**src/rtl/arp_pkg.sv**
```systemverilog
// Shared ARP constants, FSM state types and a small MAC helper.
package arp_pkg;

  localparam logic [15:0] ARP_HTYPE_ETH     = 16'h0001;
  localparam logic [15:0] ARP_PTYPE_IPV4    = 16'h0800;
  localparam logic [7:0]  ARP_HLEN_ETH      = 8'd6;
  localparam logic [7:0]  ARP_PLEN_IPV4     = 8'd4;
  localparam logic [15:0] ARP_OPER_REQUEST  = 16'h0001;
  localparam logic [15:0] ARP_OPER_REPLY    = 16'h0002;
  localparam int          ARP_PAYLOAD_WORDS = 7;

  typedef enum logic {
    RX_IDLE,
    RX_BODY
  } rx_state_t;

  typedef enum logic [2:0] {
    TX_IDLE,
    TX_WAIT,
    TX_START,
    TX_DATA,
    TX_COMMIT
  } tx_state_t;

  // The I/G bit (LSB of the first octet) marks multicast; broadcast has it set too.
  function automatic logic is_group_mac(input logic [47:0] mac);
    return mac[40];
  endfunction

endpackage

```
**src/rtl/arp_reply_tx.sv**
```systemverilog
// One-deep ARP reply buffer and TX framing FSM.
module arp_reply_tx
  import arp_pkg::*;
(
  input  logic        clk,
  input  logic        rst_n,
  input  logic        queue_i,
  input  logic [47:0] req_sha_i,
  input  logic [31:0] req_spa_i,
  input  logic [47:0] our_mac_i,
  input  logic [31:0] our_ip_i,
  input  logic        tx_ready_i,
  output logic        tx_start_o,
  output logic        tx_data_valid_o,
  output logic        tx_commit_o,
  output logic [2:0]  tx_bytes_valid_o,
  output logic [31:0] tx_data_o,
  output logic [47:0] tx_dst_mac_o
);

  localparam logic [2:0] LAST_WORD = 3'(ARP_PAYLOAD_WORDS - 1);

  tx_state_t   state_q, state_d;
  logic [2:0]  cnt_q, cnt_d;
  logic        load, snap;
  logic [47:0] req_sha_q;
  logic [31:0] req_spa_q;
  logic [47:0] mac_q;
  logic [31:0] ip_q;
  logic [31:0] word;

  // Next-state logic: a queued request is only accepted while idle.
  always_comb begin
    state_d = state_q;
    cnt_d   = cnt_q;
    load    = 1'b0;
    snap    = 1'b0;
    case (state_q)
      TX_IDLE: begin
        if (queue_i) begin
          state_d = TX_WAIT;
          load    = 1'b1;
        end
      end
      TX_WAIT: begin
        if (tx_ready_i) begin
          state_d = TX_START;
          snap    = 1'b1;
        end
      end
      TX_START: begin
        state_d = TX_DATA;
        cnt_d   = 3'd0;
      end
      TX_DATA: begin
        if (cnt_q == LAST_WORD) state_d = TX_COMMIT;
        else                    cnt_d   = cnt_q + 3'd1;
      end
      TX_COMMIT: state_d = TX_IDLE;
      default:   state_d = TX_IDLE;
    endcase
  end

  // Control state; reset aborts any reply in flight.
  always_ff @(posedge clk or negedge rst_n) begin
    if (!rst_n) begin
      state_q <= TX_IDLE;
      cnt_q   <= 3'd0;
    end else begin
      state_q <= state_d;
      cnt_q   <= cnt_d;
    end
  end

  // Reply payload: requester captured at queue time, local addresses when the frame starts.
  always_ff @(posedge clk) begin
    if (load) begin
      req_sha_q <= req_sha_i;
      req_spa_q <= req_spa_i;
    end
    if (snap) begin
      mac_q <= our_mac_i;
      ip_q  <= our_ip_i;
    end
  end

  // Reply word selection in ARP wire order (sender = us, target = requester).
  always_comb begin
    word = 32'h0;
    case (cnt_q)
      3'd0:    word = {ARP_HTYPE_ETH, ARP_PTYPE_IPV4};
      3'd1:    word = {ARP_HLEN_ETH, ARP_PLEN_IPV4, ARP_OPER_REPLY};
      3'd2:    word = mac_q[47:16];
      3'd3:    word = {mac_q[15:0], ip_q[31:16]};
      3'd4:    word = {ip_q[15:0], req_sha_q[47:32]};
      3'd5:    word = req_sha_q[31:0];
      3'd6:    word = req_spa_q;
      default: word = 32'h0;
    endcase
  end

  assign tx_start_o       = (state_q == TX_START);
  assign tx_data_valid_o  = (state_q == TX_DATA);
  assign tx_commit_o      = (state_q == TX_COMMIT);
  assign tx_bytes_valid_o = tx_data_valid_o ? 3'd4 : 3'd0;
  assign tx_data_o        = tx_data_valid_o ? word : 32'h0;
  assign tx_dst_mac_o     = (tx_start_o || tx_data_valid_o || tx_commit_o) ? req_sha_q : 48'h0;

endmodule

```
**src/rtl/arp_protocol_engine.sv**
```systemverilog
// ARP receive parser: validates payloads, pulses learn bindings, queues replies.
module arp_protocol_engine
  import arp_pkg::*;
(
  input  logic        clk,
  input  logic        rst_n,
  input  logic [47:0] our_mac,
  input  logic [31:0] our_ip,
  input  logic        rx_start,
  input  logic        rx_data_valid,
  input  logic [2:0]  rx_bytes_valid,
  input  logic [31:0] rx_data,
  input  logic        rx_commit,
  input  logic        rx_drop,
  output logic        learn_en,
  output logic [31:0] learn_ip,
  output logic [47:0] learn_mac,
  input  logic        tx_ready,
  output logic        tx_start,
  output logic        tx_data_valid,
  output logic        tx_commit,
  output logic [2:0]  tx_bytes_valid,
  output logic [31:0] tx_data,
  output logic [47:0] tx_dst_mac
);

  rx_state_t   rx_state_q, rx_state_d;
  logic [2:0]  idx_q, idx_d;
  logic        short_q, short_d;
  logic        hdr_ok_q, hdr_ok_d;
  logic        len_ok_q, len_ok_d;
  logic [15:0] oper_q;
  logic [47:0] sha_q;
  logic [31:0] spa_q;
  logic [31:0] tpa_q;
  logic        word_en;
  logic        pkt_valid;
  logic        commit_ok;
  logic        learn_d;
  logic        queue_req;
  logic        learn_en_q;
  logic [31:0] learn_ip_q;
  logic [47:0] learn_mac_q;

  assign word_en = (rx_state_q == RX_BODY) && !rx_start && rx_data_valid;

  assign pkt_valid = (idx_q == 3'd7) && !short_q && hdr_ok_q && len_ok_q &&
                     ((oper_q == ARP_OPER_REQUEST) || (oper_q == ARP_OPER_REPLY)) &&
                     !is_group_mac(sha_q);

  // A simultaneous drop or restart overrides the commit.
  assign commit_ok = (rx_state_q == RX_BODY) && rx_commit && !rx_drop && !rx_start && pkt_valid;
  assign learn_d   = commit_ok && (tpa_q == our_ip);
  assign queue_req = learn_d && (oper_q == ARP_OPER_REQUEST);

  // RX next-state, word index and header-check flags.
  always_comb begin
    rx_state_d = rx_state_q;
    idx_d      = idx_q;
    short_d    = short_q;
    hdr_ok_d   = hdr_ok_q;
    len_ok_d   = len_ok_q;
    if (rx_start) begin
      rx_state_d = RX_BODY;
      idx_d      = 3'd0;
      short_d    = 1'b0;
      hdr_ok_d   = 1'b0;
      len_ok_d   = 1'b0;
    end else if (rx_state_q == RX_BODY) begin
      if (rx_commit || rx_drop) rx_state_d = RX_IDLE;
      if (word_en && (idx_q != 3'd7)) begin
        idx_d = idx_q + 3'd1;
        if (rx_bytes_valid != 3'd4) short_d = 1'b1;
        if (idx_q == 3'd0) hdr_ok_d = (rx_data == {ARP_HTYPE_ETH, ARP_PTYPE_IPV4});
        if (idx_q == 3'd1) len_ok_d = (rx_data[31:16] == {ARP_HLEN_ETH, ARP_PLEN_IPV4});
      end
    end
  end

  // RX control state.
  always_ff @(posedge clk or negedge rst_n) begin
    if (!rst_n) begin
      rx_state_q <= RX_IDLE;
      idx_q      <= 3'd0;
      short_q    <= 1'b0;
      hdr_ok_q   <= 1'b0;
      len_ok_q   <= 1'b0;
    end else begin
      rx_state_q <= rx_state_d;
      idx_q      <= idx_d;
      short_q    <= short_d;
      hdr_ok_q   <= hdr_ok_d;
      len_ok_q   <= len_ok_d;
    end
  end

  // Field capture by word index; padding beyond w6 never reaches here.
  always_ff @(posedge clk) begin
    if (word_en && (idx_q != 3'd7)) begin
      case (idx_q)
        3'd1: oper_q <= rx_data[15:0];
        3'd2: sha_q[47:16] <= rx_data;
        3'd3: begin
          sha_q[15:0]  <= rx_data[31:16];
          spa_q[31:16] <= rx_data[15:0];
        end
        3'd4: spa_q[15:0] <= rx_data[31:16];
        3'd6: tpa_q <= rx_data;
        default: ;
      endcase
    end
  end

  // Learn pulse and held binding, one cycle after commit.
  always_ff @(posedge clk or negedge rst_n) begin
    if (!rst_n) begin
      learn_en_q  <= 1'b0;
      learn_ip_q  <= 32'h0;
      learn_mac_q <= 48'h0;
    end else begin
      learn_en_q <= learn_d;
      if (learn_d) begin
        learn_ip_q  <= spa_q;
        learn_mac_q <= sha_q;
      end
    end
  end

  assign learn_en  = learn_en_q;
  assign learn_ip  = learn_ip_q;
  assign learn_mac = learn_mac_q;

  arp_reply_tx u_reply_tx (
    .clk              (clk),
    .rst_n            (rst_n),
    .queue_i          (queue_req),
    .req_sha_i        (sha_q),
    .req_spa_i        (spa_q),
    .our_mac_i        (our_mac),
    .our_ip_i         (our_ip),
    .tx_ready_i       (tx_ready),
    .tx_start_o       (tx_start),
    .tx_data_valid_o  (tx_data_valid),
    .tx_commit_o      (tx_commit),
    .tx_bytes_valid_o (tx_bytes_valid),
    .tx_data_o        (tx_data),
    .tx_dst_mac_o     (tx_dst_mac)
  );

endmodule

```
**config.mk**
```make
export PLATFORM = sky130hd
export DESIGN_NAME = arp_protocol_engine
export DESIGN_NICKNAME = d
export VERILOG_FILES = /design/src/rtl/arp_pkg.sv /design/src/rtl/arp_reply_tx.sv /design/src/rtl/arp_protocol_engine.sv
export SDC_FILE = /design/constraint.sdc
export NUM_CORES = 1
export LEC_CHECK = 0
export ABC_AREA = 0
export BUFFER_PORTS_ARGS = -buffer_cell sky130_fd_sc_hd__buf_2
export CAP_MARGIN = 40
export CORE_MARGIN = 1.5
export CORE_UTILIZATION = 55
export DETAILED_ROUTE_END_ITERATION = 6
export GPL_ROUTABILITY_DRIVEN = 0
export PLACE_DENSITY_LB_ADDON = 0.25
export SLEW_MARGIN = 20
export SYNTH_ARGS = -nofsm -noshare
export SYNTH_HDL_FRONTEND = slang
export SYNTH_HIERARCHICAL = 1
export SYNTH_SLANG_ARGS = --single-unit
```
**constraint.sdc**
```tcl
create_clock -name clk -period 27.2 [get_ports clk]
set_input_delay 1.36 -clock clk [delete_from_list [all_inputs] [get_ports clk]]
set_output_delay 1.36 -clock clk [all_outputs]
set_load 0.005 [all_outputs]
```
==> flow_summary.toml, run 1 <==
[outcome]
status = "finished, violations left"
violations = "design-rule violations"

[sta]
finalSetupTns_ns = 0
whs_ns = 0.447
rsz0062_at_grt = "no"
worst_slew_pin_slew_ns = 0.806
period_share = 0.167
max-slew-margin-rel = 0.463
skew_ns = 0.0109
max_clock_freq_mhz = 220
final_max_slew_viol_count = 0
finalHoldViolCount = 0
final-setup-viol-count = 0
period_minus_slack_ns = 4.55

[critical_path]
worst_setup_path_start_kind = "register"
crit_arrival_ns = 3.19
slowest_stage = "ha_1"
critPathTopFamily = "buffers and inverters"
critical-path-max-stage-delay_ns = 0.53
path_depth = 9
worstSetupPathType = "reg2out"
crit_chain = "inv_1, ha_1, buf_8, buf_4, and2_1, buf_8, a222oi_1, a21oi_1, buf_2"
worstSetupStartpoint = "u_reply_tx/cnt_q[1]"
timing.rr.start = "oper_q[3]"
worst-path-buf-inv = 5
cp-endpoint = "tx_data[2]"
reg2reg_slack_ns = 23.47
r2r_end = "u_reply_tx/req_sha_q[36]"
cpMostUsedCell = "buf_8"
cp-end-kind = "primary output"
required_ns = 25.84
r2r_cells = 8
path_max_fanout = 10

[detailed_routing]
drt_iter0_markers = 891
drcViolationCount = 18
vias = 8782
postRouteWirelength_um = 38300
drtPass1Iterations = 7
avgRoutedWirePerCell_um = 25.5
ant_nets = 0
via_per_inst = 5.84

[global_routing]
gr-total-overflow = 0
grtUsageTotal = 0.277
grt_pass1_wl_um = 56900
grt_antenna_before_repair = 1
grt_pass1_vias = 9175
grt_start_max_net_pins = 52

[floorplanning]
fp.coreArea_um2 = 26200
core.rowCount = 59
dieArea_um2 = 27800
pin_count = 289
start_util = 0.564
dieWidth_um = 167
dieHeight_um = 167

[finish]
fillers = 1778
final_cell_mix = "edfxtp_1, buf_2, dfrtp_1"
drive_gt1_frac = 0.403
mostFrequentLayoutCell = "edfxtp_1"
syn_to_final_growth_pct = 21.6
num-nets-final = 1270

[cts]
numClockSinks = 382
post_cts_buffers = 0
clockBufferDepth = 3
clock_tree.root_cell = "clkbuf_16"
clock_latency_ns = 0.52
clk_pin_slew_ns = 0.06
post_cts_resized = 0
htree_num_levels = 2
cts_tree = "built"
cts_buffers = 40
cts_hold_buffers = 0

[yosys]
ys_ff_latch = 382
synth_area_um2 = 14800
yosys_warnings = 6
yosysSeqAreaShare = 0.745
syn_avg_cell_area_um2 = 17.8
syn_inst = 830
post_synth_num_cell_types = 51
synth_flop_cell = "edfxtp_1"
synth_edf_count = 288
ys_async_sr_fraction = 0.246

[placed_design]
hpwl_um = 25600
port_buffers = 286

[worst_hold_path]
min_path_cells = 0
hp-class = "reg2reg"

[run]
cap_violations = 0

[power]
powerDensity_nw_per_um2 = 65.9
vdd_ir_drop_max_mv = 0.0471
leakage_uw = 0.00748
[how the worst min path moves through the flow]
stage | startpoint | end | slack [ns]
4_1_cts | sha_q[31] | u_reply_tx/req_sha_q[31] | 0.45
6_report | sha_q[31] | u_reply_tx/req_sha_q[31] | 0.45
2_1_floorplan | sha_q[0] | u_reply_tx/req_sha_q[0] | 0.43
5_1_grt | spa_q[19] | u_reply_tx/req_spa_q[19] | 0.46
3_5_place_dp | sha_q[22] | u_reply_tx/req_sha_q[22] | 0.43
3_3_place_gp | spa_q[18] | u_reply_tx/req_spa_q[18] | 0.43
[per-layer routing]
| layer | wire (um) | up-vias | GRT usage |
|---|---|---|---|
| met5 | 0 | - | 0 |
| met4 | 919 | 0 | 0.0909 |
| met3 | 3270 | 65 | 0.0525 |
| met2 | 18700 | 495 | 0.451 |
| met1 | 15400 | 4409 | 0.380 |
| li1 | - | 3813 | - |
[registers in the layout, summed over array words and instances, names as in the netlist, 3 cells and up]
register	cells
u_reply_tx/state_q	3
learn_mac	48
learn_ip	32
u_reply_tx/req_sha_q	48
u_reply_tx/ip_q	32
u_reply_tx/mac_q	48
spa_q	32
sha_q	48
idx_q	3
u_reply_tx/cnt_q	3
u_reply_tx/req_spa_q	32
oper_q	16
tpa_q	32
[logic make-up after synthesis]
family | share of synthesized area
DFF | 0.745
and+or+nand+nor | 0.0603
adders and majority gates | 0.00932
buffers and inverters | 0.0231
other | 0.000254
muxes | 0.0811
xor gates and xnor gates | 0.0196
AOI/OAI and AO/OA | 0.0614
[worst register-to-register path: stages, from the launching register on]
cell	delay, ns
edfxtp_1	0.37
nor2_1	0.34
nand4b_1	0.27
nor4_2	0.48
and3_2	0.28
and4b_1	0.21
nor4b_2	0.20
buf_4	0.55
buf_4	0.59
[cell usage after synthesis, drive strengths merged (2+ instances only)]
cell / instances / area share
o21ai: 4 / 0.0014
nor4b: 3 / 0.0018
o21a: 4 / 0.0020
xnor2: 30 / 0.018
nor3b: 2 / 0.0014
xor2: 3 / 0.0018
nand4b: 2 / 0.0012
edfxtp: 288 / 0.59
mux2: 80 / 0.081
dfrtp: 94 / 0.16
and2: 5 / 0.0021
inv: 7 / 0.0018
nor2b: 49 / 0.021
or2: 3 / 0.0013
nor2: 13 / 0.0038
clkbuf: 9 / 0.0023
a222oi: 32 / 0.022
a21oi: 41 / 0.014
nand3: 4 / 0.0022
or3: 2 / 0.00085
nor3: 3 / 0.0010
ha: 11 / 0.0093
buf: 37 / 0.019
o22ai: 2 / 0.00085
a22o: 28 / 0.017
nand4: 9 / 0.0038
nor4: 12 / 0.0055
nand2: 35 / 0.0089
and3: 5 / 0.0022
[metrics by stage]
stage                     instance area [um2]  power, uW  std cells  worst slack, ns   util
final                                   18000       1180       1504            22.65  0.685
after global routing                    18000       1220       1504            22.55  0.685
after CTS                               18000       1190       1503            22.65  0.685
after detailed placement                16700        665       1430            22.35  0.636
after global placement                  16400        665       1418            22.46  0.627
after floorplan                         14800        645        831            15.73      -
[final cells by class]
| class | instances | area, um2 | area share |
|---|---|---|---|
| Clock inverter | 14 | 110 | 0.00613 |
| Timing Repair Buffer | 310 | 1740 | 0.0969 |
| Multi-Input combinational cell | 396 | 3470 | 0.193 |
| Antenna cell | 1 | 2.50 | 0.000139 |
| Clock buffer | 59 | 1180 | 0.0659 |
| Tap cell | 335 | 419 | 0.0233 |
| Sequential cell | 382 | 11000 | 0.613 |
| Inverter | 7 | 26.3 | 0.00146 |
[report_power, final]
part           switching, uW  leakage [uW]  total, uW  internal [uW]
clock                    219      0.000629        531            312
combinational           16.3       0.00296       25.3           9.06
sequential             0.679       0.00390        628            627
Power figures use the tool's default switching activity.
==> run 2: changes to the inputs <==
--- a/config.mk
+++ b/config.mk
@@ -5,7 +5,7 @@
 export SDC_FILE = /design/constraint.sdc
 export NUM_CORES = 1
 export LEC_CHECK = 0
-export ABC_AREA = 0
+export ABC_AREA = 1
 export BUFFER_PORTS_ARGS = -buffer_cell sky130_fd_sc_hd__buf_2
 export CAP_MARGIN = 40
 export CORE_MARGIN = 1.5
==> constraint.sdc (replaced) <==
create_clock -name clk -period 4.35 [get_ports clk]
set_input_delay 0.2175 -clock clk [delete_from_list [all_inputs] [get_ports clk]]
set_output_delay 0.2175 -clock clk [all_outputs]
set_load 0.005 [all_outputs]
==> run 2 against run 1 <==
Net effect: the run now ends clean; die area is 5.3% higher; combinational power rose to 11 times the previous value; synthesized cell count rose by 71%; non-clock buffer count is 116 higher; sequential share of layout area fell by 6.1 points; sequential cell count is the same; sequential power rose to 6.3 times the previous value; synthesized area increased by 5.4%; critical path depth is 1 lower; routed wire length increased by 17%; design area is 11% higher; global-route usage rose by 3.1 points; critical path type unchanged; critical endpoint is now tx_data[18]; largest cell class unchanged; highest routed layer is now met5.
==> flow_summary.toml, run 2 <==
[outcome]
status = "finished, final reports clean"

[power]
leakage_uw = 0.00927
switching_share = 0.203
total_power_uw = 7490
seq_power_share = 0.524
p_int_uw = 5980
vdd_ir_drop_max_mv = 0.423
switching_power_uw = 1520
p_comb_frac = 0.036
pwr-share-clk = 0.440
powerDensity_nw_per_um2 = 376

[cts]
htree_num_levels = 2
post_cts_resized = 0
clk_pin_slew_ns = 0.06
clockBufferDepth = 3
cts_tree = "built"
numClockSinks = 382
cts_buffers = 40
clock_tree.root_cell = "clkbuf_16"
clock_latency_ns = 0.53

[detailed_routing]
vias = 12000
drtPass1Iterations = 7
via_per_inst = 5.33
drcViolationCount = 0
drt_iter0_markers = 1024
ant_nets = 0
avgRoutedWirePerCell_um = 19.9
postRouteWirelength_um = 44700

[worst_hold_path]
hp-class = "in2reg"
hold_start = "rx_data[24]"

[global_routing]
grt_start_max_net_pins = 56
grt_pass1_wl_um = 66600
grt_pass1_vias = 11900
gr-total-overflow = 0
grt_antenna_before_repair = 5
grtUsageTotal = 0.308

[yosys]
synth.most_common_cell = "nand2_1"
yosysSeqAreaShare = 0.707
yosysTopAreaCell = "edfxtp_1"
ys_ff_latch = 382
synthTopCellsByArea = "edfxtp_1, dfrtp_1, nand2_1, nand3_1, nor2_1"
synth_edf_count = 288
ys_async_sr_fraction = 0.246
synth_common_cells = "nand2_1, edfxtp_1, nand3_1, nor2_1, inv_1"
syn_avg_cell_area_um2 = 10.9
synth_flop_cell = "edfxtp_1"
syn_inst = 1421
yosys_warnings = 6
synth_area_um2 = 15600
synth.top_cell.area_share = 0.556
post_synth_num_cell_types = 33

[sta]
rsz0062_at_grt = "no"
final_max_slew_viol_count = 0
finalHoldViolCount = 0
period_minus_slack_ns = 3.12
max-slew-margin-rel = 0.445
finalSetupTns_ns = 0
whs_ns = 0.0191
skew_ns = 0.0114
final-setup-viol-count = 0
worst_slew_pin_slew_ns = 0.830
max_clock_freq_mhz = 321
period_share = 0.717

[floorplanning]
core.rowCount = 61
fp.coreArea_um2 = 27800
dieWidth_um = 171
dieHeight_um = 171
start_util = 0.560
dieArea_um2 = 29300
pin_count = 289

[critical_path]
timing.rr.start = "idx_q[0]"
critical-path-max-stage-delay_ns = 0.61
crit_chain = "inv_1, ha_1, buf_4, nand2_1, nand3_1, nor2_1, nor2_1, buf_2"
r2r_cells = 13
crit_arrival_ns = 2.90
required_ns = 4.13
critPathTopFamily = "simple AND/OR/NAND/NOR gates"
path_max_fanout = 17
worst_setup_path_start_kind = "register"
cpMostUsedCell = "nor2_1"
r2r_end = "u_reply_tx/req_sha_q[14]"
reg2reg_slack_ns = 1.62
path_depth = 8
worstSetupPathType = "reg2out"
slowest_stage = "ha_1"
cp-end-kind = "primary output"
worstSetupStartpoint = "u_reply_tx/cnt_q[1]"
worst-path-buf-inv = 3
cp-endpoint = "tx_data[18]"

[finish]
final_cell_mix = "nand2_1, edfxtp_1, buf_2"
mostFrequentLayoutCell = "nand2_1"
fin_area_um2 = 19900
fin_util = 0.717
syn_to_final_growth_pct = 28.1
drive_gt1_frac = 0.215
fillers = 1976
num-nets-final = 1960

[placed_design]
port_buffers = 286
placed_area_um2 = 17500
hpwl_um = 28700

[run]
cap_violations = 0
[run 2: cell count changes in the layout (fill, tap and decap cells not counted), sizes merged, moves of 80 or more]
cell | before | now
nand3 | 4 | 232
nor2 | 13 | 174
nand2 | 35 | 351
inv | 9 | 157
dlygate4sd3 | 0 | 114
mux2 | 80 | 0
[run 2: kinds of logic (layout without fill, tap and decap cells)]
logic type	count (synthesis)	in the layout	share of synthesized area
buf+inv	219	656	0.0587
compound gates	30	30	0.00997
fa+ha+maj	11	11	0.00885
other cells	1	5	0.000241
flops	382	382	0.707
xor+xnor	1	1	0.000563
simple gates	777	777	0.215
[run 2: metal layers]
layer  up-vias  track usage  routed length, um
li1       5500            -                  -
met1      5711        0.408              17600
met2       624        0.513              21800
met3       113       0.0566               3920
met4         2        0.109               1320
met5         -            0                 10
[run 2: worst reg2reg max path, delay by kind of cell (launching register included)]
| family | cells | cell delay [ns] |
|---|---|---|
| adders and majority gates | 2 | 0.40 |
| and+or+nand+nor | 9 | 0.82 |
| buffers and inverters | 2 | 0.63 |
| DFF | 1 | 0.41 |
[run 2: how the worst min path moves through the flow]
stage,end,slack (ns),cells past startpoint
after floorplan,hdr_ok_q,-0.08,0
after global placement,learn_mac[29],0.33,1
after detailed placement,learn_mac[29],0.36,1
after CTS,sha_q[8],0.001,1
after global routing,sha_q[33],0.02,1
final,sha_q[8],0.02,1
[run 2: timing repair]
action	in CTS	in global routing
hold buffers	114	0
hold endpoints to repair	253	0
setup buffers	0	0
endpoints found under the setup margin	0	0
[run 2: power by group through the flow]
| stage | Sequential, uW | Clock (uW) | Combinational [uW] |
|---|---|---|---|
| CTS | 3930 | 3320 | 262 |
| global placement | 4000 | 0 | 173 |
| detailed placement | 4000 | 0 | 177 |
| finish | 3930 | 3300 | 267 |
| global route | 3930 | 3450 | 289 |
| floorplan | 4000 | 0 | 44.3 |
[run 2: stage by stage]
| stage | instances | setup WS, ns |
|---|---|---|
| floorplan | 1422 | 0.0932 |
| global placement | 2040 | 1.77 |
| detailed placement | 2047 | 1.71 |
| CTS | 2235 | 1.26 |
| global route | 2240 | 1.12 |
| finish | 2240 | 1.23 |
[run 2: area by class of cell]
cell class                 instances  area, um2  area share
clock inverter                    16        129     0.00647
inverter                         156        586      0.0294
antenna                            3       7.51    0.000377
clock buffer                      58       1130      0.0567
sequential                       382      11000       0.552
multi-input combinational        821       3710       0.186
tap                              378        473      0.0237
timing repair buffer             426       2890       0.145
==> run 3: changes to the inputs <==
==> constraint.sdc (replaced) <==
create_clock -name clk -period 3.1 [get_ports clk]
set_input_delay 0.155 -clock clk [delete_from_list [all_inputs] [get_ports clk]]
set_output_delay 0.155 -clock clk [all_outputs]
set_load 0.005 [all_outputs]
==> run 3 against run 2 <==
Net effect: first-iteration DRC count increased by 24%; total power increased by 41%; via count increased by 2.6%; cell count increased by 0.27%; global-route usage increased by 0.91 points; core utilization increased by 0.39 points; critical path depth unchanged; worst hold slack improved by 0.22 ns; clock skew increased by 0.0082 ns; sequential share of layout area decreased by 0.30 points.
==> flow_summary.toml, run 3 (synthesized netlist as in run 2, its figures left out) <==
[cts]
clockBufferDepth = 3
cts_tree = "built"
clk_pin_slew_ns = 0.06
clock_latency_ns = 0.52
clock_tree.root_cell = "clkbuf_16"
numClockSinks = 382
cts_buffers = 39
htree_num_levels = 2

[power]
pwr-share-clk = 0.442
switching_power_uw = 2090
p_comb_frac = 0.035
switching_share = 0.199
vdd_ir_drop_max_mv = 0.427
p_int_uw = 8460
leakage_uw = 0.00931
seq_power_share = 0.522
powerDensity_nw_per_um2 = 527

[detailed_routing]
drcViolationCount = 0
drtPass1Iterations = 5
via_per_inst = 5.46
avgRoutedWirePerCell_um = 20.3
drt_iter0_markers = 1270
vias = 12300
postRouteWirelength_um = 45700
ant_nets = 0

[floorplanning]
core.rowCount = 61
pin_count = 289
dieHeight_um = 171
dieArea_um2 = 29300
fp.coreArea_um2 = 27800
start_util = 0.560
dieWidth_um = 171

[sta]
max-slew-margin-rel = 0.499
rsz0062_at_grt = "no"
period_share = 0.927
worst_slew_pin_slew_ns = 0.751
skew_ns = 0.0196
final_max_slew_viol_count = 0
period_minus_slack_ns = 2.87
finalHoldViolCount = 0
max_clock_freq_mhz = 348
final-setup-viol-count = 0
fin_ws_ns = 0.227

[finish]
num-nets-final = 1966
syn_to_final_growth_pct = 28.8
drive_gt1_frac = 0.217
fin_area_um2 = 20000
mostFrequentLayoutCell = "nand2_1"
final_cell_mix = "nand2_1, edfxtp_1, buf_2"

[critical_path]
cp-end-kind = "primary output"
r2r_cells = 13
path_max_fanout = 18
timing.rr.start = "idx_q[0]"
reg2reg_slack_ns = 0.66
worst_setup_path_start_kind = "register"
worstSetupPathType = "reg2out"
crit_arrival_ns = 2.72
required_ns = 2.94
worstSetupStartpoint = "u_reply_tx/cnt_q[0]"
r2r_end = "u_reply_tx/req_spa_q[18]"

[global_routing]
grt_pass1_vias = 12300
grt_pass1_wl_um = 67900
gr-total-overflow = 0
grt_antenna_before_repair = 5
grt_start_max_net_pins = 53
grtUsageTotal = 0.317

[placed_design]
hpwl_um = 28900
place_ws_ns = 0.683
placed_area_um2 = 17600
port_buffers = 286

[worst_hold_path]
hp-class = "in2async"

[run]
cap_violations = 0

[outcome]
status = "finished, final reports clean"
==> run 3: cell count changes in the layout (fill, tap and decap cells not counted), sizes merged <==
cell,change
dlygate4sd3,+4
buf,+3
clkinv,-2
diode,+2
inv,-2
bufinv,+1
clkbuf,-1
clkinvlp,+1
==> run 3: repair_timing <==
action	in CTS	in global routing
hold endpoints to repair	259	0
gates resized for setup	0	1
hold buffers	118	0
endpoints found under the setup margin	0	1
buffers inserted	0	0
==> run 3: per-layer routing <==
metal,share of wire,vias to the layer above,GRT usage
met5,0.00057,-,0
met4,0.045,4,0.153
met3,0.086,161,0.0621
met2,0.49,706,0.533
met1,0.38,5875,0.396
li1,-,5514,-
==> run 3: area by class of cell <==
| cell class | count | area [um2] |
|---|---|---|
| clock inverters | 14 | 143 |
| flip-flops and latches | 382 | 11000 |
| diodes | 5 | 12.5 |
| well taps | 378 | 473 |
| clock buffers | 57 | 1130 |
| inverters | 156 | 586 |
| repair buffers | 433 | 2970 |
| fillers | 1929 | 7740 |
| multi-input cells | 821 | 3730 |
==> run 3: how the worst max path moves through the flow <==
stage | depth (start not counted) | to
6_report | 8 | tx_data[5]
5_1_grt | 8 | tx_data[3]
4_1_cts | 9 | tx_data[0]
3_5_place_dp | 13 | u_reply_tx/req_spa_q[9]
3_3_place_gp | 11 | learn_mac[9]
2_1_floorplan | 5 | tpa_q[0]
==> run 3: power groups by stage <==
stage	Sequential (uW)	Combinational (uW)	Clock [uW]
after global placement	5620	242	0
final	5510	373	4670
after floorplan	5620	62.6	0
after detailed placement	5620	248	0
after CTS	5510	368	4700
after global routing	5510	405	4900
==> run 3: metrics by stage <==
| step | setup TNS [ns] | total power, uW | hold WS [ns] | cells | utilization |
|---|---|---|---|---|---|
| after floorplan | -46.21 | 5680 | -0.141 | 1422 | - |
| after global placement | 0 | 5860 | 0.249 | 2050 | 0.631 |
| after detailed placement | 0 | 5860 | 0.255 | 2052 | 0.632 |
| after CTS | 0 | 10600 | 0.251 | 2241 | 0.721 |
| after global routing | 0 | 10800 | 0.291 | 2245 | 0.721 |
| final | 0 | 10600 | 0.239 | 2246 | 0.721 |
==> run 3: worst max-delay path, cell delays in order (launching register included) <==
cell	delay [ns]
dfrtp_1	0.39
ha_1	0.19
ha_1	0.63
buf_4	0.39
nand2_1	0.12
o21ai_0	0.10
nor2_1	0.07
nor2_1	0.14
buf_2	0.15
